==> src/rtl/wb_daq_master_writer.sv <==
// wb_daq_master_writer: Wishbone B3 classic master that drains a small sample FIFO
// into consecutive memory words, one single-beat write per sample.
module wb_daq_master_writer #(
  parameter int dw        = 32,
  parameter int aw        = 32,
  parameter int FIFO_AW   = 2,
  parameter int RETRY_MAX = 3
) (
  input  logic          wb_clk,
  input  logic          wb_rst,
  input  logic          start,
  input  logic [aw-1:0] start_address,
  input  logic [15:0]   transfer_length,
  input  logic          sample_valid,
  input  logic [dw-1:0] sample_data,
  output logic          sample_ready,
  output logic [aw-1:0] wb_adr_o,
  output logic [dw-1:0] wb_dat_o,
  output logic [3:0]    wb_sel_o,
  output logic          wb_we_o,
  output logic          wb_cyc_o,
  output logic          wb_stb_o,
  output logic [2:0]    wb_cti_o,
  output logic [1:0]    wb_bte_o,
  input  logic [dw-1:0] wb_dat_i,
  input  logic          wb_ack_i,
  input  logic          wb_err_i,
  input  logic          wb_rty_i,
  output logic          busy,
  output logic          done,
  output logic          error,
  output logic [15:0]   words_written
);
  localparam int DEPTH = 2 ** FIFO_AW;
  localparam int RW = $clog2(RETRY_MAX + 2);
  typedef enum logic [1:0] {IDLE, GAP, WRITE, ERROR} state_t;
  state_t state;
  logic [dw-1:0] mem [DEPTH];
  logic [FIFO_AW-1:0] wp, rp;
  logic [FIFO_AW:0] cnt;
  logic [aw-1:0] addr;
  logic [15:0] len;
  logic [RW-1:0] rty_cnt;
  logic push, pop, unused_dat;
  assign unused_dat = ^wb_dat_i;
  assign wb_sel_o = 4'hF;
  assign wb_cti_o = 3'b000;
  assign wb_bte_o = 2'b00;
  assign sample_ready = cnt != (FIFO_AW + 1)'(DEPTH) && state != ERROR;
  assign push = sample_valid && sample_ready;
  assign pop = state == WRITE && wb_ack_i && !wb_err_i && !wb_rty_i;
  always_ff @(posedge wb_clk)
    if (push) mem[wp] <= sample_data;
  always_ff @(posedge wb_clk) begin
    if (wb_rst) begin
      wp <= '0;
      rp <= '0;
      cnt <= '0;
    end else if (state == ERROR) begin
      rp <= wp;
      cnt <= '0;
    end else begin
      if (push) wp <= wp + 1'b1;
      if (pop) rp <= rp + 1'b1;
      cnt <= cnt + (FIFO_AW + 1)'(push) - (FIFO_AW + 1)'(pop);
    end
  end
  always_ff @(posedge wb_clk) begin
    if (wb_rst) begin
      state <= IDLE;
      {wb_cyc_o, wb_stb_o, wb_we_o} <= 3'b000;
      wb_adr_o <= '0;
      wb_dat_o <= '0;
      {busy, done, error} <= 3'b000;
      words_written <= '0;
      addr <= '0;
      len <= '0;
      rty_cnt <= '0;
    end else begin
      done <= 1'b0;
      case (state)
        IDLE, ERROR: if (start) begin
          addr <= start_address;
          len <= transfer_length;
          words_written <= '0;
          error <= 1'b0;
          rty_cnt <= '0;
          busy <= transfer_length != 16'd0;
          done <= transfer_length == 16'd0;
          state <= transfer_length == 16'd0 ? IDLE : GAP;
        end
        GAP: if (cnt != '0) begin
          wb_adr_o <= addr;
          wb_dat_o <= mem[rp];
          {wb_cyc_o, wb_stb_o, wb_we_o} <= 3'b111;
          state <= WRITE;
        end
        WRITE: if (wb_err_i || wb_rty_i || wb_ack_i) begin
          {wb_cyc_o, wb_stb_o, wb_we_o} <= 3'b000;
          if (wb_err_i || (wb_rty_i && rty_cnt == RW'(RETRY_MAX))) begin
            state <= ERROR;
            busy <= 1'b0;
            error <= 1'b1;
          end else if (wb_rty_i) begin
            rty_cnt <= rty_cnt + 1'b1;
            state <= GAP;
          end else begin
            addr <= addr + aw'(4);
            words_written <= words_written + 16'd1;
            rty_cnt <= '0;
            busy <= words_written + 16'd1 != len;
            done <= words_written + 16'd1 == len;
            state <= words_written + 16'd1 == len ? IDLE : GAP;
          end
        end
        default: state <= IDLE;
      endcase
    end
  end
endmodule
==> config.mk <==
export PLATFORM = sky130hd
export DESIGN_NAME = wb_daq_master_writer
export DESIGN_NICKNAME = d
export VERILOG_FILES = /design/src/rtl/wb_daq_master_writer.sv
export SDC_FILE = /design/constraint.sdc
export NUM_CORES = 1
export LEC_CHECK = 0
export CORE_MARGIN = 2
export CORE_UTILIZATION = 35
export DETAILED_ROUTE_END_ITERATION = 16
export GPL_ROUTABILITY_DRIVEN = 0
export SYNTH_ARGS = -nofsm -noshare
export SYNTH_HDL_FRONTEND = slang
export SYNTH_SLANG_ARGS = --single-unit
==> constraint.sdc <==
create_clock -name wb_clk -period 4.25 [get_ports wb_clk]
set_input_delay 0.425 -clock wb_clk [delete_from_list [all_inputs] [get_ports wb_clk]]
set_output_delay 0.425 -clock wb_clk [all_outputs]
set_load 0.01 [all_outputs]
After elaboration in Yosys (flattened, before gate mapping). Memories as Yosys holds them, arrays and structs flattened. A register that Yosys moved wholly into a read port is not among the register bits. Index checks and enable logic that the tools add are counted.

Logic and storage cells: 110. Register bits after elaboration: 112. Memory bits (read-only): 0. Output and inout bits: 96. Bits in writable memories: 128. Latch bits: 0. Memories kept: 1. Bits of input ports: 119.

Memory list: mem (depth 4, bits a word 32, read ports 1, clocked after memory_dff 1, write ports 1, line 38) `logic [dw-1:0] mem [DEPTH];`.

Shift-type cells: 0. Div/mod/pow operators: 0. Bitwise gates (word level): 1. Multiplexer cells: 44. $add $sub $neg: 7. Equal/unequal tests: 15. Reductions and logical operators: 29. Order comparisons: 0. Multipliers: 0.

Operators with widths (count): two-way mux 32 bit (4); two-way mux 16 bit (4); one-hot mux 32 bit (2 select lines) (1); adder 32 x 3 -> 32 bit (second input constant) (1); one-hot mux 16 bit (2 select lines) (1); two-way mux 1 bit (18); adder 16 x 1 -> 16 bit (second input constant) (1); == test 16 bit (1); logical NOT 16 bit (1); inequality test 16 bit (1); nonzero test 16 bit (1); two-way mux 2 bit (6); two-way mux 3 bit (4); AND reduction 4 bit (3); inequality test 2 bit (second input constant) (5); one-hot mux 1 bit (2 select lines) (4); logical AND 1 bit (6); one-hot mux 2 bit (3 select lines) (1); one-hot mux 3 bit (2 select lines) (1); AND reduction 2 bit (3); AND reduction 3 bit (2); nonzero test 2 bit (3); AND reduction 5 bit (1); adder 2 x 1 -> 2 bit (second input constant) (2); other kinds (15) (21).

Longest topological paths before layout. Gate-level depths: netlist of the first run.

Depth after elaboration: 7. Gate-level depth with buffers: 13.

Worst setup path before layout of the first run. No wires, ideal clock.

Path kind: register to register. Start: reg state[0]. End: reg cnt[2]. Stages on the path, launching flop included: 14. Buffers on the path: 1. Slack: 1648 ps. Data required time: 4119 ps. Period minus slack after synthesis: 2602 ps. Data arrival time: 2471 ps. Path through: dfxtp_1 -> ha_1 -> clkbuf_1 -> a21oi_1 -> and2_1 -> inv_1 -> ha_1 -> inv_1 -> ha_1 -> inv_1 -> fa_1 -> xor2_1 -> xnor2_1 -> nor3_1.

Longest elaborated chain between the ends: 5. Elaborated cells on any way between the ends: 11. Those cells by class: add/sub: 2; eq/ne: 3; reduce/logical: 6.

RTL lines: from (decl) (line 37) `state_t state;`; from (signal assigned) (line 90) `state <= transfer_length == 16'd0 ? IDLE : GAP;`; from (signal assigned) (line 113) `state <= words_written + 16'd1 == len ? IDLE : GAP;`; inequality test 2 bit (line 49) `assign sample_ready = cnt != (FIFO_AW + 1)'(DEPTH) && state != ERROR;`; logical AND 1 bit (line 49); named net sample_ready (line 16) `output logic sample_ready,`; logical AND 1 bit (line 50) `assign push = sample_valid && sample_ready;`; adder 3 x 1 -> 3 bit (line 65) `cnt <= cnt + (FIFO_AW + 1)'(push) - (FIFO_AW + 1)'(pop);`; subtractor 3 x 1 -> 3 bit (line 65); to (signal assigned) (line 65); to (decl) (line 40) `logic [FIFO_AW:0] cnt;`.

The timed path passes the listed nets, and every way through them passes these cells. A chain may end at the register's enable or synchronous reset.

Worst setup path after layout of the first run.
Start: reg state[1]. End: reg words_written[10].

Longest elaborated chain between the ends: 4. Elaborated cells on any way between the ends: 11. Those cells by class: eq/ne: 6; mux: 1; reduce/logical: 4.

RTL lines: == test 2 bit / logical NOT 2 bit (equally long branches) (line 81) `case (state)`; OR reduction 2 bit (line 81); inequality test 2 bit (no line) / nonzero test 2 bit (equally long branches); AND reduction 5 bit (no line); to (signal assigned) (line 109) `words_written <= words_written + 16'd1;`; to (decl) (line 32) `output logic [15:0] words_written`.

Parallel ways exist; a longest one is shown, timed or not.

==> results of run 1 <==
[metal layers]
layer | track usage | routed length (um) | vias up
met5 | 0 | 0 | -
met4 | 0.0446 | 615 | 0
met1 | 0.217 | 13000 | 4070
met2 | 0.277 | 13900 | 210
li1 | - | - | 4166
met3 | 0.0307 | 1560 | 46
[critical path: stages, from the launching register on]
cell	delay, ns
dfxtp_1	0.38
ha_2	0.45
buf_4	0.50
nand3_1	0.67
nor3_1	0.51
a31oi_1	0.13
a311oi_1	0.26
[placed cells by master (no fill, tap or decap), types with 4 or more instances in the layout]
cell	Yosys	routed
ha_1	13	12
buf_4	13	13
o31a_1	5	5
edfxtp_1	128	128
clkbuf_16	0	31
conb_1	2	9
and3_2	0	4
a31oi_1	7	7
xor2_1	14	14
nor2_1	51	50
clkdlybuf4s50_1	0	172
nor3_1	24	24
a22oi_1	10	10
bufinv_16	0	4
mux4_2	32	32
and2_1	7	7
a21oi_1	130	130
clkbuf_1	44	11
a21o_1	5	5
dfxtp_1	144	142
nand3_1	28	28
nor4_1	7	7
and3_1	13	9
xnor2_1	15	15
nand4_1	12	12
nand2_1	212	212
o21ai_0	32	32
a211oi_1	11	11
inv_1	13	13
or3_1	4	4
mux2i_1	7	7
clkbuf_8	0	4
o211ai_1	4	4
[report_power, final]
| part | internal, uW | total [uW] | leakage [uW] | switching, uW |
|---|---|---|---|---|
| logic | 796 | 1920 | 0.00207 | 1120 |
| clock network | 1650 | 2670 | 0.000498 | 1020 |
| registers | 3160 | 3460 | 0.00235 | 295 |
| total | 5610 | 8050 | 0.00491 | 2440 |
[kinds of logic after synthesis]
family | count (synthesis)
AOI/OAI and AO/OA | 230
other | 2
buffers and inverters | 94
adders and majority gates | 14
and+or+nand+nor | 394
xor gates and xnor gates | 29
muxes | 39
DFF | 272
[worst min path at each step]
stage | end | startpoint | cells after the start
floorplan | wb_adr_o[0] | addr[0] | 2
global placement | wb_adr_o[20] | wb_adr_o[20] | 2
detailed placement | wb_adr_o[10] | wb_adr_o[10] | 2
CTS | wp[0] | wb_rst | 2
global route | wb_stb_o | wb_rst | 2
finish | wb_stb_o | wb_rst | 2
[registers in the layout (all words and copies together) (netlist names)]
| register | cells |
|---|---|
| len | 16 |
| wp | 2 |
| wb_dat_o | 32 |
| addr | 32 |
| wb_adr_o | 32 |
| rp | 2 |
| words_written | 16 |
| busy | 1 |
| error | 1 |
| cnt | 3 |
| done | 1 |
| rty_cnt | 3 |
| wb_stb_o | 1 |
| mem | 128 |
| state | 2 |
[stage by stage]
stage | total power [uW] | cells | setup WS, ns | utilization
finish | 8050 | 1685 | 1.24 | 0.450
global route | 8510 | 1684 | 0.919 | 0.450
CTS | 8160 | 1683 | 1.25 | 0.450
detailed placement | 5470 | 1627 | 1.22 | 0.419
global placement | 5430 | 1627 | 1.21 | 0.419
floorplan | 4750 | 1081 | 1.65 | -
[cell type report]
cell class              instances  area (um2)
well taps                     442         553
flip-flops and latches        272        6730
inverters                      13        48.8
clock inverters                 9         150
fillers                      3099       18000
diodes                          2        5.00
multi-input cells             715        4550
repair buffers                185        1820
clock buffers                  47         877
==> flow_summary_export.csv, run 1 <==
group,metric,value,unit
yosys,synth_cell_types,66,
grt,grt_util_all_layers,0.165,
yosys,synthMuxAreaShare,0.0677,
route,viasPerCell,5.04,
floorplanning,pin_count,215,
route,ant_nets,0,
worst_setup_path,critical_path_peak_fanout,49,
flow_run,timing.max_cap.violations,0,
yosys,synth_edf_count,128,
grt,grt_overflow,0,
power_and_ir_drop,p_leak,0.00491,uW
clock_network,cts.reportedPaths.clkPinSlew,0.06,ns
grt,grt_start_max_net_pins,56,
yosys,ys_async_sr_fraction,0,
sta,max_freq,0.333,GHz
worst_setup_path,startpoint,"state[1]",
floorplanning,die_w,187,um
yosys,yosys_warnings,0,
route,drtPass1Iterations,5,
floorplanning,rows,66,
yosys,synth-seq-cells,272,
power_and_ir_drop,powerDensity,546,nW/um2
clock_network,cts_setup_buffers,0,
yosys,ys_top_cells_by_count,"nand2_1 (212), dfxtp_1 (144), a21oi_1 (130), edfxtp_1 (128), nor2_1 (51)",
clock_network,cts_resized,0,
yosys,synth-xor-area-share,0.0218,
clock_network,cts_hold_buf,0,
yosys,synth_compound_area_frac,0.118,
worst_setup_path,worstSetupEndpointType,"register",
worst_setup_path,crit_end,"words_written[10]",
clock_network,cts_sinks,272,
floorplanning,core-area,32700,um2
yosys,yosysSeqAreaShare,0.576,
route,drc,0,
floorplanning,start_util,0.357,
sta,fin_tns_setup,0,ns
cells_and_area,design_area,14700,um2
grt,grt_pass1_vias,8396,
worst_setup_path,criticalPathCategory,"register to register",
yosys,synth_area_leaders,"edfxtp_1 (33%), dfxtp_1 (25%), nand2_1 (6.8%)",
yosys,yosysTopAreaCell,"edfxtp_1",
yosys,synth_most_common_cell,"nand2_1",
sta,slew_headroom,0.308,
worst_setup_path,r2r_start,"state[1]",
sta,skew,0.0241,ns
yosys,synthCells,1074,
grt,grt_pass1_wl,46700,um
cells_and_area,num-nets-final,1350,
min_path,holdCritPathClass,"input pin to register",
sta,whs,0.334,ns
clock_network,htreeDepth,1,
sta,fin_crit,3.01,ns
sta,report.final.slew_viol_count,0,
worst_setup_path,reg2reg_depth,6,
yosys,synth_fa_ha_area_frac,0.0156,
yosys,yosys.area_share.simple,0.162,
sta,rsz0062_at_grt,"no",
sta,hold_viol,0,
status,status,"finished, final reports clean",
yosys,synth_top_family_by_area,"simple AND/OR/NAND/NOR gates",
worst_setup_path,start_kind,"register",
grt,antenna_found_initial,2,
worst_setup_path,rrSetupSlack,1.24,ns
floorplanning,die-area,34800,um2
yosys,synth_area,11700,um2
yosys,synth-main-ff-cell,"dfxtp_1",
route,wire_per_inst,17.3,um
sta,tightest_slew,1.04,ns
yosys,synth_top_area_share,0.329,
cells_and_area,drive_gt1_frac,0.0959,
worst_setup_path,critPathArrivalTime,3.46,ns
place,port_buffers,173,
route,vias,8492,
sta,finalSetupViolations,0,
worst_setup_path,cp_data_required_time,4.71,ns
worst_setup_path,r2r-end,"words_written[10]",
cells_and_area,area_delta_synth_final,26.1,%
clock_network,clockBufferDepth,3,
clock_network,cts_tree,"built",
place,dp.final_hpwl,18800,um
clock_network,cts_root_buf,"clkbuf_16",
clock_network,cts_made_buffers,30,
floorplanning,die_height,187,um
yosys,syn_avg_cell_area,10.9,um2
clock_network,clk_latency,0.55,ns
route,drt_wl_total,29100,um
power_and_ir_drop,worst_ir_drop_vdd,0.000319,V
sta,layout_worst_path_cycle_share,0.707,
route,drt-initial-drc-count,483,
place,placed_cell_area,13700,um2
(Power assumes the default switching activity.)
==> inputs of run 2 (changes only) <==
==> constraint.sdc (replaced) <==
create_clock -name wb_clk -period 3.1 [get_ports wb_clk]
set_input_delay 0.31 -clock wb_clk [delete_from_list [all_inputs] [get_ports wb_clk]]
set_output_delay 0.31 -clock wb_clk [all_outputs]
set_load 0.01 [all_outputs]
==> flow_summary_export.csv, run 2 (synthesis results as in run 1) <==
group,metric,value,unit
route,wire_per_inst,17.2,um
grt,grt_overflow,0,
route,drc,0,
worst_setup_path,r2r_start,"state[1]",
sta,layout_worst_path_cycle_share,0.861,
floorplanning,die-area,34800,um2
worst_setup_path,criticalPathCategory,"register to register",
power_and_ir_drop,powerDensity,735,nW/um2
cells_and_area,drive_gt1_frac,0.106,
route,drt-initial-drc-count,535,
power_and_ir_drop,worst_ir_drop_vdd,0.000388,V
worst_setup_path,critPathArrivalTime,3.10,ns
clock_network,cts_root_buf,"clkbuf_16",
floorplanning,rows,66,
cells_and_area,design_area,14800,um2
clock_network,clockBufferDepth,3,
min_path,hp-start,"wb_rst",
sta,whs,0.261,ns
grt,grt_start_max_net_pins,48,
clock_network,cts_setup_buffers,0,
min_path,holdCritPathClass,"input pin to register",
sta,fin_crit,2.67,ns
grt,grt_pass1_wl,47200,um
cells_and_area,num-nets-final,1367,
cells_and_area,largest-register,"mem",
sta,slew_headroom,0.376,
worst_setup_path,start_kind,"register",
clock_network,cts_made_buffers,29,
place,placed_cell_area,13900,um2
place,port_buffers,173,
cells_and_area,largest_register_ffs,128,
floorplanning,die_height,187,um
status,status,"finished, final reports clean",
sta,fin_tns_setup,0,ns
sta,skew,0.00906,ns
floorplanning,start_util,0.357,
cells_and_area,area_delta_synth_final,26.8,%
route,ant_nets,0,
worst_setup_path,critical_path_peak_fanout,20,
worst_setup_path,r2r-end,"addr[13]",
route,viasPerCell,5.05,
sta,report.final.slew_viol_count,0,
clock_network,cts_hold_buf,0,
sta,rsz0062_at_grt,"no",
floorplanning,core-area,32700,um2
worst_setup_path,reg2reg_depth,7,
worst_setup_path,cp_data_required_time,3.53,ns
grt,use_met3,0.0327,
grt,grt_util_all_layers,0.166,
route,drtPass1Iterations,5,
min_path,hold-path-endpoint,"wb_dat_o[18]",
sta,max_freq,0.375,GHz
power_and_ir_drop,p_leak,0.00498,uW
clock_network,htreeDepth,1,
route,drt_wl_total,29100,um
sta,fin_ws,0.432,ns
place,dp.final_hpwl,19700,um
floorplanning,die_w,187,um
sta,finalSetupViolations,0,
grt,top_usage_layer,"met2",
grt,antenna_found_initial,1,
grt,grt_util_met1,0.224,
sta,tightest_slew,0.936,ns
cells_and_area,layout_commonest_cell,"nand2_1",
worst_setup_path,worstSetupEndpointType,"register",
route,vias,8584,
cells_and_area,layout_common_cells,"nand2_1 (212), clkdlybuf4s50_1 (172), dfxtp_1 (142)",
floorplanning,pin_count,215,
grt,met2_usage,0.278,
clock_network,clk_latency,0.54,ns
clock_network,cts.reportedPaths.clkPinSlew,0.06,ns
sta,hold_viol,0,
flow_run,timing.max_cap.violations,0,
clock_network,cts_resized,0,
clock_network,cts_sinks,272,
min_path,hold_depth,2,
grt,grt_pass1_vias,8486,
clock_network,cts_tree,"built",
place,preCtsSetupSlack,0.319,ns
worst_setup_path,rrSetupSlack,0.43,ns
[run 2: metal layers]
metal	vias up	part of all wire
met5	-	0
met4	0	0.015
met3	25	0.058
met2	219	0.47
met1	4149	0.46
li1	4191	-
[run 2: how the worst max path moves through the flow]
stage	slack (ns)	endpoint	depth (start not counted)	start
2_1_floorplan	0.50	cnt[2]	13	state[0]
3_3_place_gp	0.35	addr[13]	7	wb_rty_i
3_5_place_dp	0.32	addr[13]	7	wb_rty_i
4_1_cts	0.41	addr[13]	7	state[1]
5_1_grt	0.22	addr[13]	7	state[1]
6_report	0.43	addr[13]	7	state[1]
[run 2: power by group]
part | total (uW) | leakage (uW) | switching [uW] | internal (uW)
Sequential | 4740 | 0.00235 | 403 | 4330
Clock | 3400 | 0.000451 | 1390 | 2010
Combinational | 2760 | 0.00218 | 1560 | 1200
Total | 10900 | 0.00498 | 3350 | 7540
[run 2: metrics by stage]
stage | power, uW | util | cells
after floorplan | 6510 | - | 1081
after global placement | 7550 | 0.425 | 1645
after detailed placement | 7610 | 0.425 | 1645
after CTS | 11000 | 0.453 | 1698
after global routing | 11500 | 0.453 | 1698
final | 10900 | 0.453 | 1699
[run 2: critical path: stages, from the launching register on]
cell       delay, ns
dfxtp_1         0.39
ha_2            0.46
or4b_1          0.49
and4_1          0.41
buf_4           0.30
nand2_1         0.08
mux2i_1         0.08
a2111oi_2       0.36
[run 2: final cells by class]
type	instances	area, um2
antenna	1	2.50
tap	442	553
sequential	272	6730
multi-input combinational	715	4550
inverter	13	48.8
timing repair buffer	203	2000
clock inverter	13	138
clock buffer	40	787
fill	3108	17900
==> inputs of run 3 (changes only) <==
--- a/config.mk
+++ b/config.mk
@@ -5,6 +5,7 @@
 export SDC_FILE = /design/constraint.sdc
 export NUM_CORES = 1
 export LEC_CHECK = 0
+export ABC_AREA = 1
 export CORE_MARGIN = 2
 export CORE_UTILIZATION = 35
 export DETAILED_ROUTE_END_ITERATION = 16
==> constraint.sdc (replaced) <==
create_clock -name wb_clk -period 3.1 [get_ports wb_clk]
set_input_delay 0.465 -clock wb_clk [delete_from_list [all_inputs] [get_ports wb_clk]]
set_output_delay 0.465 -clock wb_clk [all_outputs]
set_load 0.01 [all_outputs]
==> flow_summary_export.csv, run 3 <==
group,metric,value,unit
grt,grt_overflow,0,
power_and_ir_drop,worst_ir_drop_vdd,0.000481,V
route,wire_per_inst,16.4,um
sta,whs,0.460,ns
sta,slew_headroom,0.447,
clock_network,cts_resized,0,
yosys,synthCells,1366,
yosys,ys_top_cells_by_count,"nor2_1 (228), o21ai_0 (185), nand2_1 (167), dfxtp_1 (144), edfxtp_1 (128)",
worst_setup_path,slowest_delay,0.61,ns
route,ant_nets,0,
yosys,synth_cell_types,48,
worst_setup_path,reg2reg_depth,10,
yosys,yosysSeqAreaShare,0.557,
yosys,syn_avg_cell_area,8.84,um2
yosys,yosysTopAreaCell,"edfxtp_1",
grt,antenna_found_initial,1,
floorplanning,start_util,0.352,
worst_setup_path,startpoint,"state[0]",
worst_setup_path,critPathArrivalTime,2.03,ns
yosys,synth_most_common_cell,"nor2_1",
yosys,synth-main-ff-cell,"dfxtp_1",
clock_network,htreeDepth,1,
floorplanning,die-area,36000,um2
sta,finalSetupViolations,0,
clock_network,cts_tree,"built",
clock_network,clockBufferDepth,3,
grt,grt_util_all_layers,0.180,
floorplanning,die_height,190,um
sta,fin_tns_setup,0,ns
yosys,synth_area_leaders,"edfxtp_1 (32%), dfxtp_1 (24%), o21ai_0 (7.7%)",
route,vias,10100,
sta,fin_crit,2.50,ns
sta,skew,0.00781,ns
route,drc,0,
power_and_ir_drop,p_leak,0.00566,uW
clock_network,cts.reportedPaths.clkPinSlew,0.06,ns
cells_and_area,layout_common_cells,"nor2_1 (224), o21ai_0 (185), clkdlybuf4s50_1 (173)",
clock_network,cts_hold_buf,0,
worst_setup_path,start_kind,"register",
worst_setup_path,slowest_stage,"clkdlybuf4s50_1",
worst_setup_path,critical_path_peak_fanout,5,
route,drt_wl_total,32800,um
yosys,synth-seq-cells,272,
floorplanning,pin_count,215,
sta,hold_viol,0,
route,viasPerCell,5.01,
floorplanning,rows,68,
min_path,hold_depth,2,
floorplanning,core-area,34300,um2
grt,grt_pass1_vias,9659,
min_path,hp-start,"rty_cnt[2]",
place,port_buffers,173,
sta,max_freq,0.400,GHz
yosys,synth_edf_count,128,
clock_network,cts_sinks,272,
flow_run,timing.max_cap.violations,0,
cells_and_area,design_area,15300,um2
grt,grt_pass1_wl,51800,um
cells_and_area,largest-register,"mem",
place,placed_cell_area,14300,um2
cells_and_area,largest_register_ffs,128,
cells_and_area,drive_gt1_frac,0.0735,
worst_setup_path,worstSetupEndpointType,"output pin",
cells_and_area,layout_commonest_cell,"nor2_1",
clock_network,cts_made_buffers,31,
clock_network,cts_root_buf,"clkbuf_16",
yosys,yosys_warnings,0,
route,drt-initial-drc-count,691,
power_and_ir_drop,powerDensity,829,nW/um2
cells_and_area,num-nets-final,1658,
cells_and_area,num_antenna_cells,0,
sta,rsz0062_at_grt,"no",
clock_network,clk_latency,0.57,ns
clock_network,cts_setup_buffers,0,
worst_setup_path,r2r_start,"state[0]",
power_and_ir_drop,finalPower,12700,uW
min_path,holdCritPathClass,"register to register",
worst_setup_path,path_cells,"ha_1 > a31oi_1 > clkdlybuf4s50_1",
place,dp.final_hpwl,21200,um
yosys,synth_area,12100,um2
sta,report.final.slew_viol_count,0,
cells_and_area,area_delta_synth_final,26.9,%
cells_and_area,fin_util,0.447,
sta,tightest_slew,0.829,ns
route,drtPass1Iterations,6,
worst_setup_path,cp_data_required_time,2.63,ns
sta,layout_worst_path_cycle_share,0.806,
yosys,ys_async_sr_fraction,0,
status,status,"finished, final reports clean",
yosys,synth_top_area_share,0.318,
floorplanning,die_w,190,um
grt,grt_start_max_net_pins,70,
worst_setup_path,criticalPathCategory,"register to output pin",
[run 3: cell types whose count changed after synthesis, moves of 13 or more]
cell     previous run  this run
nor2_1             51       228
o21ai_0            32       185
inv_1              13       107
a21oi_1           130        60
nand3_1            28        80
nand2_1           212       167
mux4_2             32         0
a31oi_1             7        37
and3_1             13         0
xnor2_1            15         2
[run 3: cells by family (layout without fill, tap and decap cells)]
| group | Yosys count | count (layout) | share of synthesized area |
|---|---|---|---|
| compound gates | 330 | 330 | 0.153 |
| buf+inv | 192 | 369 | 0.0675 |
| xor+xnor | 10 | 10 | 0.00840 |
| flops | 272 | 272 | 0.557 |
| fa+ha+maj | 14 | 14 | 0.0151 |
| other cells | 2 | 9 | 0.000622 |
| simple gates | 546 | 546 | 0.198 |
[run 3: final timing paths]
path / endpoint / slack, ns
max: sample_ready / 0.60
min: rty_cnt[2] / 0.46
max reg2reg: cnt[2] / 0.72
min reg2reg: rty_cnt[2] / 0.46
[run 3: through the flow]
stage,worst slack (ns),cells
after detailed placement,0.283,1947
after global routing,0.463,2005
after CTS,0.531,2005
final,0.601,2005
after floorplan,0.208,1373
after global placement,0.326,1947
[run 3: metal layers]
metal | wire [um] | vias to the layer above | GRT usage
met4 | 812 | 2 | 0.0486
li1 | - | 5028 | -
met2 | 15300 | 274 | 0.311
met5 | 13 | - | 0
met3 | 2030 | 56 | 0.0338
met1 | 14600 | 4693 | 0.233
[run 3: area by class of cell]
cell class,instances,area [um2]
fillers,3293,19000
flip-flops and latches,272,6730
multi-input cells,909,4590
repair buffers,197,1960
clock buffers,44,845
well taps,455,569
inverters,114,433
clock inverters,14,195
[run 3: where the power goes]
part | internal, uW | switching [uW] | total [uW]
sequential | 4630 | 518 | 5150
combinational | 1550 | 2270 | 3820
clock | 2240 | 1500 | 3730
total | 8420 | 4280 | 12700
[run 3: worst max-delay path: cells and delay by family (launching register included)]
| family | cells | cell delay [ns] |
|---|---|---|
| AO/OA/AOI/OAI | 1 | 0.25 |
| flip-flops | 1 | 0.33 |
| adder cells (fa/ha/maj) | 1 | 0.27 |
| buffers and inverters | 1 | 0.61 |
